==> config.mk <==
export PLATFORM = sky130hd
export DESIGN_NAME = egress_frame_arbiter
export DESIGN_NICKNAME = d
export VERILOG_FILES = /design/src/rtl/egress_frame_arbiter.sv
export SDC_FILE = /design/constraint.sdc
export NUM_CORES = 1
export LEC_CHECK = 0
export CAP_MARGIN = 0
export CORE_ASPECT_RATIO = 0.7
export CORE_MARGIN = 4
export CORE_UTILIZATION = 48
export DETAILED_ROUTE_END_ITERATION = 10
export GPL_TIMING_DRIVEN = 1
export PLACE_DENSITY_LB_ADDON = 0.15
export REMOVE_ABC_BUFFERS = 1
export SLEW_MARGIN = 20
export SYNTH_ARGS = -nofsm -noshare
export SYNTH_HDL_FRONTEND = slang
export SYNTH_SLANG_ARGS = --single-unit
export TNS_END_PERCENT = 10
==> constraint.sdc <==
create_clock -name clock -period 4.4 [get_ports clock]
set_input_delay 0.44 -clock clock [delete_from_list [all_inputs] [get_ports clock]]
set_output_delay 0.44 -clock clock [all_outputs]
set_load 0.01 [all_outputs]
==> src/rtl/egress_frame_arbiter.sv <==
// Whole-frame arbiter that shares one port's 9-bit transmit path among REQUESTERS queue sources.
// Define EGRESS_FRAME_ARBITER_STRICT_PRIORITY_EN for lowest-index-wins arbitration instead of round-robin.
module egress_frame_arbiter #(
  parameter int REQUESTERS             = 4,
  parameter int INTER_FRAME_GAP_CYCLES = 12,
  parameter int MAX_FRAME_BYTES        = 1522
) (
  input  logic                    clock,
  input  logic                    reset,
  input  logic                    enable,
  input  logic [9*REQUESTERS-1:0] request_data,
  input  logic [REQUESTERS-1:0]   request_valid,
  output logic [REQUESTERS-1:0]   request_ready,
  output logic [8:0]              transmit_data,
  output logic                    transmit_data_enable,
  input  logic                    transmit_data_ready,
  output logic [REQUESTERS-1:0]   grant,
  output logic                    busy,
  output logic                    frame_truncated
);

  localparam int IDX_W = $clog2(REQUESTERS);
  localparam int CNT_W = $clog2(MAX_FRAME_BYTES + 1);
  localparam int GAP_W = (INTER_FRAME_GAP_CYCLES > 1) ? $clog2(INTER_FRAME_GAP_CYCLES) : 1;

  localparam logic [CNT_W-1:0] LAST_BEAT = CNT_W'(MAX_FRAME_BYTES - 1);
  localparam logic [GAP_W-1:0] GAP_LOAD  = GAP_W'(INTER_FRAME_GAP_CYCLES - 1);
  localparam logic [IDX_W-1:0] LAST_INIT = IDX_W'(REQUESTERS - 1);

  typedef enum logic [1:0] {
    IDLE,
    FORWARD,
    DRAIN,
    GAP
  } state_t;

  state_t            state;
  state_t            next_state;
  logic [IDX_W-1:0]  owner;
  logic [IDX_W-1:0]  last;
  logic [IDX_W-1:0]  pick;
  logic [IDX_W-1:0]  cand;
  logic              pick_valid;
  logic [CNT_W-1:0]  byte_count;
  logic [GAP_W-1:0]  gap_count;
  logic [8:0]        lane;
  logic              lane_valid;
  logic              beat_moves;
  logic              at_limit;

  assign lane       = request_data[owner*9 +: 9];
  assign lane_valid = request_valid[owner];
  assign beat_moves = lane_valid && transmit_data_ready;
  assign at_limit   = (byte_count == LAST_BEAT);

  // Descending search so the final assignment is the highest-priority candidate.
  always_comb begin
    pick       = '0;
    pick_valid = 1'b0;
    cand       = '0;
`ifdef EGRESS_FRAME_ARBITER_STRICT_PRIORITY_EN
    for (int i = REQUESTERS - 1; i >= 0; i--) begin
      cand = IDX_W'(i);
      if (request_valid[cand]) begin
        pick       = cand;
        pick_valid = 1'b1;
      end
    end
`else
    for (int off = REQUESTERS; off >= 1; off--) begin
      cand = IDX_W'((int'(last) + off) % REQUESTERS);
      if (request_valid[cand]) begin
        pick       = cand;
        pick_valid = 1'b1;
      end
    end
`endif
  end

  always_ff @(posedge clock) begin
    if (reset) begin
      state <= IDLE;
    end else begin
      state <= next_state;
    end
  end

  always_comb begin
    next_state = state;
    unique case (state)
      IDLE:    if (enable && pick_valid) next_state = FORWARD;
      FORWARD: if (beat_moves && lane[8]) next_state = GAP;
               else if (beat_moves && at_limit) next_state = DRAIN;
      DRAIN:   if (lane_valid && lane[8]) next_state = GAP;
      GAP:     if (gap_count == '0) next_state = IDLE;
      default: next_state = IDLE;
    endcase
  end

  // An EOF on the limit beat takes the normal-EOF path, so no truncation pulse is raised.
  always_ff @(posedge clock) begin
    if (reset) begin
      grant           <= '0;
      owner           <= '0;
      last            <= LAST_INIT;
      byte_count      <= '0;
      gap_count       <= '0;
      frame_truncated <= 1'b0;
    end else begin
      frame_truncated <= 1'b0;
      unique case (state)
        IDLE: begin
          if (enable && pick_valid) begin
            owner      <= pick;
            grant      <= {{(REQUESTERS-1){1'b0}}, 1'b1} << pick;
            byte_count <= '0;
          end
        end
        FORWARD: begin
          if (beat_moves) begin
            byte_count <= byte_count + CNT_W'(1);
            if (lane[8]) begin
              last      <= owner;
              gap_count <= GAP_LOAD;
              grant     <= '0;
            end else if (at_limit) begin
              last            <= owner;
              frame_truncated <= 1'b1;
            end
          end
        end
        DRAIN: begin
          if (lane_valid && lane[8]) begin
            gap_count <= GAP_LOAD;
            grant     <= '0;
          end
        end
        GAP: begin
          if (gap_count != '0) gap_count <= gap_count - GAP_W'(1);
        end
        default: ;
      endcase
    end
  end

  always_comb begin
    request_ready        = '0;
    transmit_data        = '0;
    transmit_data_enable = 1'b0;
    busy                 = (state != IDLE);
    unique case (state)
      FORWARD: begin
        transmit_data        = lane;
        if (at_limit) transmit_data[8] = 1'b1;
        transmit_data_enable = lane_valid;
        request_ready[owner] = transmit_data_ready;
      end
      DRAIN:   request_ready[owner] = 1'b1;
      default: ;
    endcase
  end

endmodule

# ---- Word level (Yosys, flattened, before mapping)
# Cells that the tools add are included.
dict set report word_totals {
  reg_bits 26
  out_inout_bits 20
  wordCells 103
}
dict set report op_classes {
  addsub 6
  multipliers 1
  magnitude_cmp 6
  n_eq_ne 11
  shift 2
  mux 46
  bitwise_logic 3
  reduce_logical 21
}
# operator count
set ops {}
lappend ops {{$shiftx 36x7->9} 1}
lappend ops {{$mux 4} 8}
lappend ops {{$pmux 4 s3} 2}
lappend ops {{$mux 11} 2}
lappend ops {{$mux 2} 11}
lappend ops {{$pmux 11 s2} 1}
lappend ops {{$lt 2x3->1 const B} 5}
lappend ops {{$mux 1} 13}
lappend ops {{$ne 2x2->1 const B} 6}
lappend ops {{$add 11x1->11 const B} 1}
lappend ops {{$eq 11x11->1 const B} 1}
lappend ops {{$bmux 1 s2} 5}
lappend ops {{$reduce_and 5->1} 2}
lappend ops {{$mux 9} 1}
lappend ops {{$pmux 2 s4} 1}
lappend ops {{$pmux 4 s2} 1}
lappend ops {{$logic_and 1x1->1} 6}
lappend ops {{$mul 2x4->6 const B} 1}
lappend ops {{$reduce_and 3->1} 2}
lappend ops {{$reduce_bool 2->1} 3}
lappend ops {{$reduce_bool 3->1} 2}
lappend ops {{$add 2x1->2 const B} 2}
lappend ops {{$add 2x2->2 const B} 2}
lappend ops {{$and 4x4->4} 1}
lappend ops {{other kinds (14)} 16}

# ---- Depth between registers and ports, before layout
# Gate-level depths: netlist (run 1).
dict set report depth {
  depth_word 10
  mapped_depth 9
  ltp_nobuf 7
}

# ---- Worst setup path before layout (run 1)
# No wires, ideal clock.
dict set report synth_timing {
  path_type {register to register}
  start {reg state[1]}
  end {reg grant[0]}
  arrival_ns 2.122
  slack_ns 2.208
  stages_incl_launch_ff 10
  path_buffers 2
  period_less_slack_ns 2.192
  cell_sequence {dfxtp_1 inv_1 ha_1 clkbuf_1 nor2_1 a31oi_4 or3_1 buf_2 or4_1 a21oi_1}
}
dict set report synth_between {
  elab_chain_len 3
  word_cells_on_any_way 10
  classes_between {eq/ne: 6; mux: 1; reduce/logical: 3}
}
# item line
set synth_rtl {}
lappend synth_rtl {{from (decl)} 37} ;# state_t state;
lappend synth_rtl {{from (signal assigned)} 84} ;# state <= next_state;
lappend synth_rtl {{$eq 2x1->1 (tied with other cells)} 111} ;# unique case (state)
lappend synth_rtl {{$ne 2x2->1 (no source line) / $reduce_bool 3->1 (equally long branches)} -}
lappend synth_rtl {{$reduce_and 5->1 (no source line)} -}
lappend synth_rtl {{to (signal assigned)} 115} ;# grant <= {{(REQUESTERS-1){1'b0}}, 1'b1} << pick;
lappend synth_rtl {{to (decl)} 17} ;# output logic [REQUESTERS-1:0] grant,
# Several ways; a longest one is shown, not always the timed one.
# A chain may end at the register's enable or synchronous reset.

# ---- Worst setup path in the final report (run 1)
dict set report layout_timing {
  start {reg state[1]}
  end {out request_ready[1]}
}
dict set report layout_between {
  elab_chain_len 2
  word_cells_on_any_way 3
  classes_between {eq/ne: 2; mux: 1}
}
# item line
set layout_rtl {}
lappend layout_rtl {{$eq 2x2->1 / $eq 2x1->1 (equally long branches)} 151} ;# unique case (state)
lappend layout_rtl {{$pmux 4 s2 *} 151}
lappend layout_rtl {{to (decl)} 13} ;# output logic [REQUESTERS-1:0] request_ready,
# Mark *: on every way between the ends. The rest lies on a longest branch, timed or not.

==> run metrics, run 1 <==
Residual DRC 0; internal power 0.0006459 W; outcome finished clean; final core occ 70.11%; number of synthesized register bits 26; crit-path max FO 18; clock transition at the registers of the reported paths 90 ps; die width 80.92 um; Setup Viol. Count Final 0; met1 WL 2189 um; unrepaired setup endpoints after global routing no; most frequent cells in the layout 63 x clkdlybuf4s50_1, 26 x dfxtp_1, 20 x nor2_1; Top Ports 64; GR Util All Layers 19.64%; Routed wire per std cell 15.00 um; # nets final 314; Die Height 59.05 um; area post-placement 2440 um^2; Final Max Slew Viols 0; Slew @ Worst Pin 1081 ps; final hold vios 0; clock share of power 14.5%; Via density 5.642; first-pass GRT wire length 7410 um; area grow syn2layout 39.64%; crit path launch type register; Starting Density 50.21%; first-pass iteration count of the detailed router 4; Pwr Density 437.2 nW/um^2; DR vias 1749; dpl hpwl 3644 um; initial DRC count 100; Switching Power 0.0004450 W; maxcap violations 0; Pleak 0.8410 nW; pin count of the biggest net entering global routing 19; Top Metal Used met4; # resized after CTS 0; CORE AREA 3558 um^2; Worst slew margin 27.31%; Hold Buf Count CTS 0; PortBufs 63; CTS Root Cell clkbuf_8; grt ovf 0; Warnings, synthesis 0; wire length on met2 1951 um; number of flops mapped to enable cells by yosys 0; post-CTS setup buffer count 0; Fin Clk Skew 4.242 ps; TritonCTS clock tree done; CP Class register to output pin; Ant. Diodes 0; die area 4778 um^2; Data arrival, critical path 2550 ps; routability cong. 0.9175; share of cells above drive strength 1 5.385%; ys async rst share 0%; WL met3 492 um; total wire length 4651 um; row count 18; Syn Area/Cell 8.845 um^2; Final Cell Area 2495 um^2; Sw Ratio 40.79%; Sequential Power Share 29.1%; vias in the first global route 1552; critical path required time 3960 ps; Final period util 67.92%; clock buffer depth 2; initial antenna violation count 0; CTS Buf Count 3; cell area after synthesis 1787 um^2; number of distinct library cells after synthesis 44; minimum clock period 2989 ps; aggregate negative setup slack 0 ps; cells after synthesis 202; peak supply drop 0.0003445 V; Final ANT Viol Nets 0; Worst-Skew Late Latency 270 ps; Max Clk Rate 334.6 MHz; most common cell after layout, fill and taps aside clkdlybuf4s50_1; register area share after synthesis 29.13%; CTS Sinks 26; Hold Path Class register to register; Top FF cell, synth dfxtp_1; CTS H-tree depth 1; Gate power share 56.5%; CP endpoint kind output pin
-- cell families (layout without fill, tap and decap cells) --
kind of cell    after synthesis  count (layout)  share of synthesized area, %
xor+xnor                      9               9                         4.412
compound gates               37              37                         14.15
mux                          11              11                         13.59
flops                        26              26                         29.13
fa+ha+maj                     9               9                         6.303
simple gates                 91              91                         27.87
buf+inv                      19              77                         4.552
-- registers in the layout (all words and copies together) (netlist names) --
| name | count |
|---|---|
| byte_count | 11 |
| frame_truncated | 1 |
| gap_count | 4 |
| grant | 4 |
| last | 2 |
| owner | 2 |
| state | 2 |
-- layout make-up --
type                       count  area (um^2)
timing repair buffer          64        638.1
tap                           50        62.56
fill                         305         1064
clock buffer                   4        55.05
multi-input combinational    157         1185
inverter                       9        33.78
sequential                    26        520.5
-- layer usage --
layer | up-vias | global-route usage, %
met1 | 815 | 27.00
met5 | - | 0
li1 | 861 | -
met3 | 5 | 6.991
met2 | 68 | 30.64
met4 | 0 | 2.651
-- path summary, 6_finish.rpt --
check	start	endpoint	slack (ps)	depth (start not counted)
worst max-delay path	state[1]$_SDFFE_PP0P_	request_ready[1]	1410	6
worst min-delay path	grant[1]$_SDFFE_PP0P_	grant[1]$_SDFFE_PP0P_	460	2
worst max register to register	owner[0]$_SDFFE_PP0P_	byte_count[10]$_SDFFE_PP0P_	1610	6
worst min register to register	grant[1]$_SDFFE_PP0P_	grant[1]$_SDFFE_PP0P_	460	2
-- worst max-delay path: stages, from the launching register on --
cell,delay [ps]
dfxtp_1,370
inv_1,110
ha_1,520
and2_1,310
o21ai_0,170
nor3b_1,230
clkdlybuf4s50_1,570
-- synth_stat cells (all sizes together), types with 2 or more instances --
cell | count | area [um^2]
a211oi | 2 | 15.01
a21oi | 9 | 45.04
a311oi | 2 | 17.52
a41oi | 2 | 17.52
and2 | 11 | 68.82
and4 | 2 | 17.52
buf | 3 | 21.27
clkbuf | 7 | 26.28
dfxtp | 26 | 520.5
ha | 9 | 112.6
inv | 9 | 33.78
mux4 | 10 | 232.7
nand2 | 15 | 56.30
nand2b | 4 | 25.02
nand3 | 6 | 30.03
nand3b | 3 | 22.52
nand4 | 2 | 12.51
nor2 | 20 | 75.07
nor2b | 3 | 18.77
nor3 | 8 | 40.04
nor3b | 3 | 22.52
nor4 | 6 | 37.54
nor4b | 2 | 17.52
o21ai | 11 | 55.05
o31ai | 2 | 15.01
or4b | 2 | 20.02
xnor2 | 9 | 78.83
-- per-stage QoR --
stage	hold slack (ps)	total power, W	setup WS, ps	cells
detailed placement	447.4	0.0009333	1409	306
floorplan	468.8	0.0007066	2013	192
CTS	459.8	0.001091	1411	310
finish	457.2	0.001091	1411	310
global route	481.0	0.001172	1186	310
global placement	442.4	0.0009217	1466	306
-- power by group through the flow --
stage          logic (W)  clock network, W  registers [W]
2_1_floorplan   0.000386                 0       0.000321
3_3_place_gp    0.000600                 0       0.000321
3_5_place_dp    0.000610                 0       0.000323
4_1_cts         0.000612          0.000161       0.000317
5_1_grt         0.000681          0.000167       0.000324
6_report        0.000616          0.000158       0.000317
Note: power is estimated with default switching activity, not from simulation.
==> inputs of run 2 (changes only) <==
Settings changed: CORE_UTILIZATION 48 to 45.
Clock period 4.4 ns to 2.85 ns, I/O delays scaled along.
==> run metrics, run 2 (synthesis gave the netlist of run 1 again) <==
Pleak 0.8805 nW; pin count of the biggest net entering global routing 16; CTS Root Cell clkbuf_8; clock transition at the registers of the reported paths 90 ps; CTS Buf Count 3; dpl hpwl 3696 um; PortBufs 63; post-CTS setup buffer count 0; Pwr Density 676.3 nW/um^2; die width 83.32 um; Final Max Slew Viols 0; TritonCTS clock tree done; initial antenna violation count 0; Most flops, register byte_count; Worst slew margin 45.76%; worst path bufs/invs 1; GR Util All Layers 19.54%; Worst path max stage delay 640 ps; CORE AREA 3671 um^2; Top Metal Used met4; # nets final 322; Final ANT Viol Nets 0; Sequential Power Share 27.9%; Min Hold Slack 455.7 ps; CP cell instances mux4_2 > a41oi_1 > nor2b_1 > clkdlybuf4s50_1; most frequent cells in the layout 63 x clkdlybuf4s50_1, 26 x dfxtp_1, 20 x nor2_1; CP Class register to output pin; first-pass iteration count of the detailed router 4; CP endpoint kind output pin; met1 WL 2412 um; internal power 0.001038 W; Residual DRC 0; Sw Ratio 39.93%; initial DRC count 106; Slew @ Worst Pin 803.3 ps; area grow syn2layout 43.00%; Max Clk Rate 379.4 MHz; total wire length 4655 um; Final period util 92.47%; grt ovf 0; top cell family by delay on the critical path multiplexers; Largest regs byte_count: 11 flops, gap_count: 4 flops, grant: 4 flops; area occupied by multi-input gates 1185 um^2; crit-path max FO 6; max reg flops 11; Data arrival, critical path 2350 ps; WL met3 360 um; Setup Viol. Count Final 0; Hold Buf Count CTS 0; wire length on met2 1856 um; Fin Clk Skew 5.232 ps; Hold Path Class register to register; aggregate negative setup slack 0 ps; critical path required time 2570 ps; Via density 5.456; share of cells above drive strength 1 8.209%; peak supply drop 0.0004896 V; Gate power share 58.3%; row count 18; DR vias 1735; unrepaired setup endpoints after global routing no; Ant. Diodes 0; minimum clock period 2635 ps; most common cell after layout, fill and taps aside clkdlybuf4s50_1; Starting Density 48.67%; vias in the first global route 1587; fill count 298; maxcap violations 0; Routed wire per std cell 14.64 um; CTS Sinks 26; CP max stage cell mux4_2; crit path launch type register; clock buffer depth 2; Register Area 520.5 um^2; Die Height 60.72 um; Switching Power 0.0006899 W; routability cong. 0.8609; first-pass GRT wire length 7969 um; die area 5059 um^2; Worst-Skew Late Latency 270 ps; # resized after CTS 0; Top Ports 64; CTS H-tree depth 1; outcome finished clean; final hold vios 0; clock share of power 13.9%
run 2: per-layer routing:
| layer | global-route usage [%] | vias to the layer above |
|---|---|---|
| li1 | - | 884 |
| met4 | 3.730 | 0 |
| met5 | 0 | - |
| met2 | 28.77 | 63 |
| met3 | 4.885 | 5 |
| met1 | 29.19 | 783 |
run 2: layout make-up:
class,count,share of cell area [%]
multi-input cells,157,46.38
repair buffers,72,27.33
flip-flops and latches,26,20.37
well taps,50,2.449
clock buffers,4,2.155
inverters,9,1.322
run 2: final timing paths:
kind,from,slack (ps),depth (start not counted),to
setup / recovery,owner[0]$_SDFFE_PP0P_,210,4,transmit_data[8]
hold / removal,grant[3]$_SDFFE_PP0P_,460,2,grant[3]$_SDFFE_PP0P_
setup reg to reg,owner[0]$_SDFFE_PP0P_,510,6,state[0]$_SDFFE_PP0P_
hold reg to reg,grant[3]$_SDFFE_PP0P_,460,2,grant[3]$_SDFFE_PP0P_
run 2: power by group through the flow:
stage	registers, W	logic, W	clock network [W]
after floorplan	0.000496	0.000595	0
after detailed placement	0.000493	0.000998	0
after global placement	0.000492	0.000990	0
final	0.000482	0.00101	0.000239
after global routing	0.000495	0.00112	0.000259
after CTS	0.000484	0.00101	0.000247
run 2: worst min-delay path, stage by stage (launching register included):
cell and delay (ps):
dfxtp_1 320, nand2_1 50, a21oi_1 50
run 2: per-stage QoR:
| step | util, % | instances | setup WS (ps) | area (um^2) | power, W |
|---|---|---|---|---|---|
| 6_report | 69.60 | 318 | 214.6 | 2555 | 0.001728 |
| 2_1_floorplan | - | 192 | 463.2 | 1739 | 0.001091 |
| 3_3_place_gp | 68.10 | 314 | 325.6 | 2500 | 0.001483 |
| 5_1_grt | 69.60 | 318 | 71.13 | 2555 | 0.001870 |
| 3_5_place_dp | 68.10 | 314 | 272.8 | 2500 | 0.001491 |
| 4_1_cts | 69.60 | 318 | 186.1 | 2555 | 0.001737 |
==> inputs of run 3 (changes only) <==
Settings changed: CELL_PAD_IN_SITES_DETAIL_PLACEMENT set to 0, CELL_PAD_IN_SITES_GLOBAL_PLACEMENT set to 1, CORE_UTILIZATION 45 to 33.
==> run metrics, run 3 (synthesis gave the netlist of run 1 again) <==
Hold Path Class register to register; Final ANT Viol Nets 0; CTS H-tree depth 1; Pwr Density 676.5 nW/um^2; Sw Ratio 40.47%; Layout Cells excl Fill 341; first-pass iteration count of the detailed router 4; Min Hold Slack 455.9 ps; CTS Buf Count 3; Largest regs byte_count: 11 flops, gap_count: 4 flops, grant: 4 flops; Top Ports 64; Gate power share 58.7%; internal power 0.001044 W; CORE AREA 5230 um^2; row count 22; Final Max Slew Viols 0; max reg flops 11; PortBufs 63; area grow syn2layout 45.10%; Most flops, register byte_count; fill count 517; die width 95.95 um; most frequent cells in the layout 63 x clkdlybuf4s50_1, 26 x dfxtp_1, 20 x nor2_1; first-pass GRT wire length 8059 um; TritonCTS clock tree done; Routed wire per std cell 15.09 um; Worst slew margin 63.04%; # nets final 323; Switching Power 0.0007098 W; Pleak 0.8842 nW; worst setup margin 216.4 ps; clock buffer depth 2; Residual DRC 0; crit-path max FO 9; Via density 5.114; CP endpoint kind output pin; GR Util All Layers 15.21%; Data arrival, critical path 2350 ps; minimum clock period 2634 ps; Max Clk Rate 379.7 MHz; grt ovf 0; Worst-Skew Late Latency 280 ps; area post-placement 2535 um^2; most common cell after layout, fill and taps aside clkdlybuf4s50_1; Final Cell Area 2592 um^2; total wire length 5144 um; Final period util 92.41%; die area 6674 um^2; peak supply drop 0.0004623 V; Hold Buf Count CTS 0; final hold vios 0; initial DRC count 55; DR vias 1744; critical path required time 2570 ps; area occupied by multi-input gates 1187 um^2; Setup Viol. Count Final 0; pin count of the biggest net entering global routing 15; dpl hpwl 3978 um; Starting Density 34.16%; Fin Clk Skew 4.450 ps; maxcap violations 0; CTS Root Cell clkbuf_8; CP Class register to output pin; crit path launch type register; Slew @ Worst Pin 547.4 ps; post-layout total power 0.001754 W; vias in the first global route 1594; R2R setup slack 570 ps; Register Area 520.5 um^2; pre-CTS setup slack 269.8 ps; DP Cell Count 337; clock share of power 14.2%; clock transition at the registers of the reported paths 100 ps; Sequential Power Share 27.1%; CTS Sinks 26; Ant. Diodes 0; initial antenna violation count 0; share of cells above drive strength 1 8.922%; outcome finished clean; routability cong. 0.7873; Die Height 69.57 um
[run 3: layout make-up]
type	count	share of cell area (%)
multi-input combinational	157	45.80
timing repair buffer	73	27.22
sequential	26	20.08
tap	72	3.475
clock buffer	4	2.124
inverter	9	1.303
[run 3: timing repair]
item	in CTS	in global routing
setup buffers	0	0
gates resized for setup	0	1
setup endpoints to repair	0	3
[run 3: power groups by stage]
| stage | Combinational, W | Clock (W) | Sequential (W) |
|---|---|---|---|
| after CTS | 0.00103 | 0.000254 | 0.000476 |
| final | 0.00103 | 0.000249 | 0.000476 |
| after global placement | 0.00103 | 0 | 0.000485 |
| after detailed placement | 0.00103 | 0 | 0.000485 |
| after floorplan | 0.000595 | 0 | 0.000496 |
| after global routing | 0.00114 | 0.000271 | 0.000489 |
[run 3: critical path: stages, from the launching register on]
cell	delay, ps
dfxtp_1	370
inv_1	120
ha_2	300
and2_1	270
o21ai_0	190
nor3b_1	230
clkdlybuf4s50_1	590
[run 3: path summary, 6_finish.rpt]
| check | depth (start not counted) | endpoint | startpoint |
|---|---|---|---|
| max | 6 | request_ready[1] | state[1]$_SDFFE_PP0P_ |
| min | 2 | grant[1]$_SDFFE_PP0P_ | grant[1]$_SDFFE_PP0P_ |
| max reg2reg | 7 | grant[2]$_SDFFE_PP0P_ | state[1]$_SDFFE_PP0P_ |
| min reg2reg | 2 | grant[1]$_SDFFE_PP0P_ | grant[1]$_SDFFE_PP0P_ |
[run 3: layer usage]
| layer | track usage [%] | wire (um) | vias to the layer above | part of all wire (%) |
|---|---|---|---|---|
| met4 | 2.524 | 30 | 0 | 0.58 |
| li1 | - | - | 878 | - |
| met5 | 0 | 0 | - | 0 |
| met2 | 22.19 | 2045 | 75 | 40 |
| met1 | 22.41 | 2448 | 789 | 48 |
| met3 | 4.338 | 619 | 2 | 12 |
[run 3: per-stage QoR]
step	utilization, %	setup TNS (ps)
6_report	49.57	0
5_1_grt	49.57	-1.568
4_1_cts	49.52	0
3_5_place_dp	48.47	0
3_3_place_gp	48.47	0
2_1_floorplan	-	0
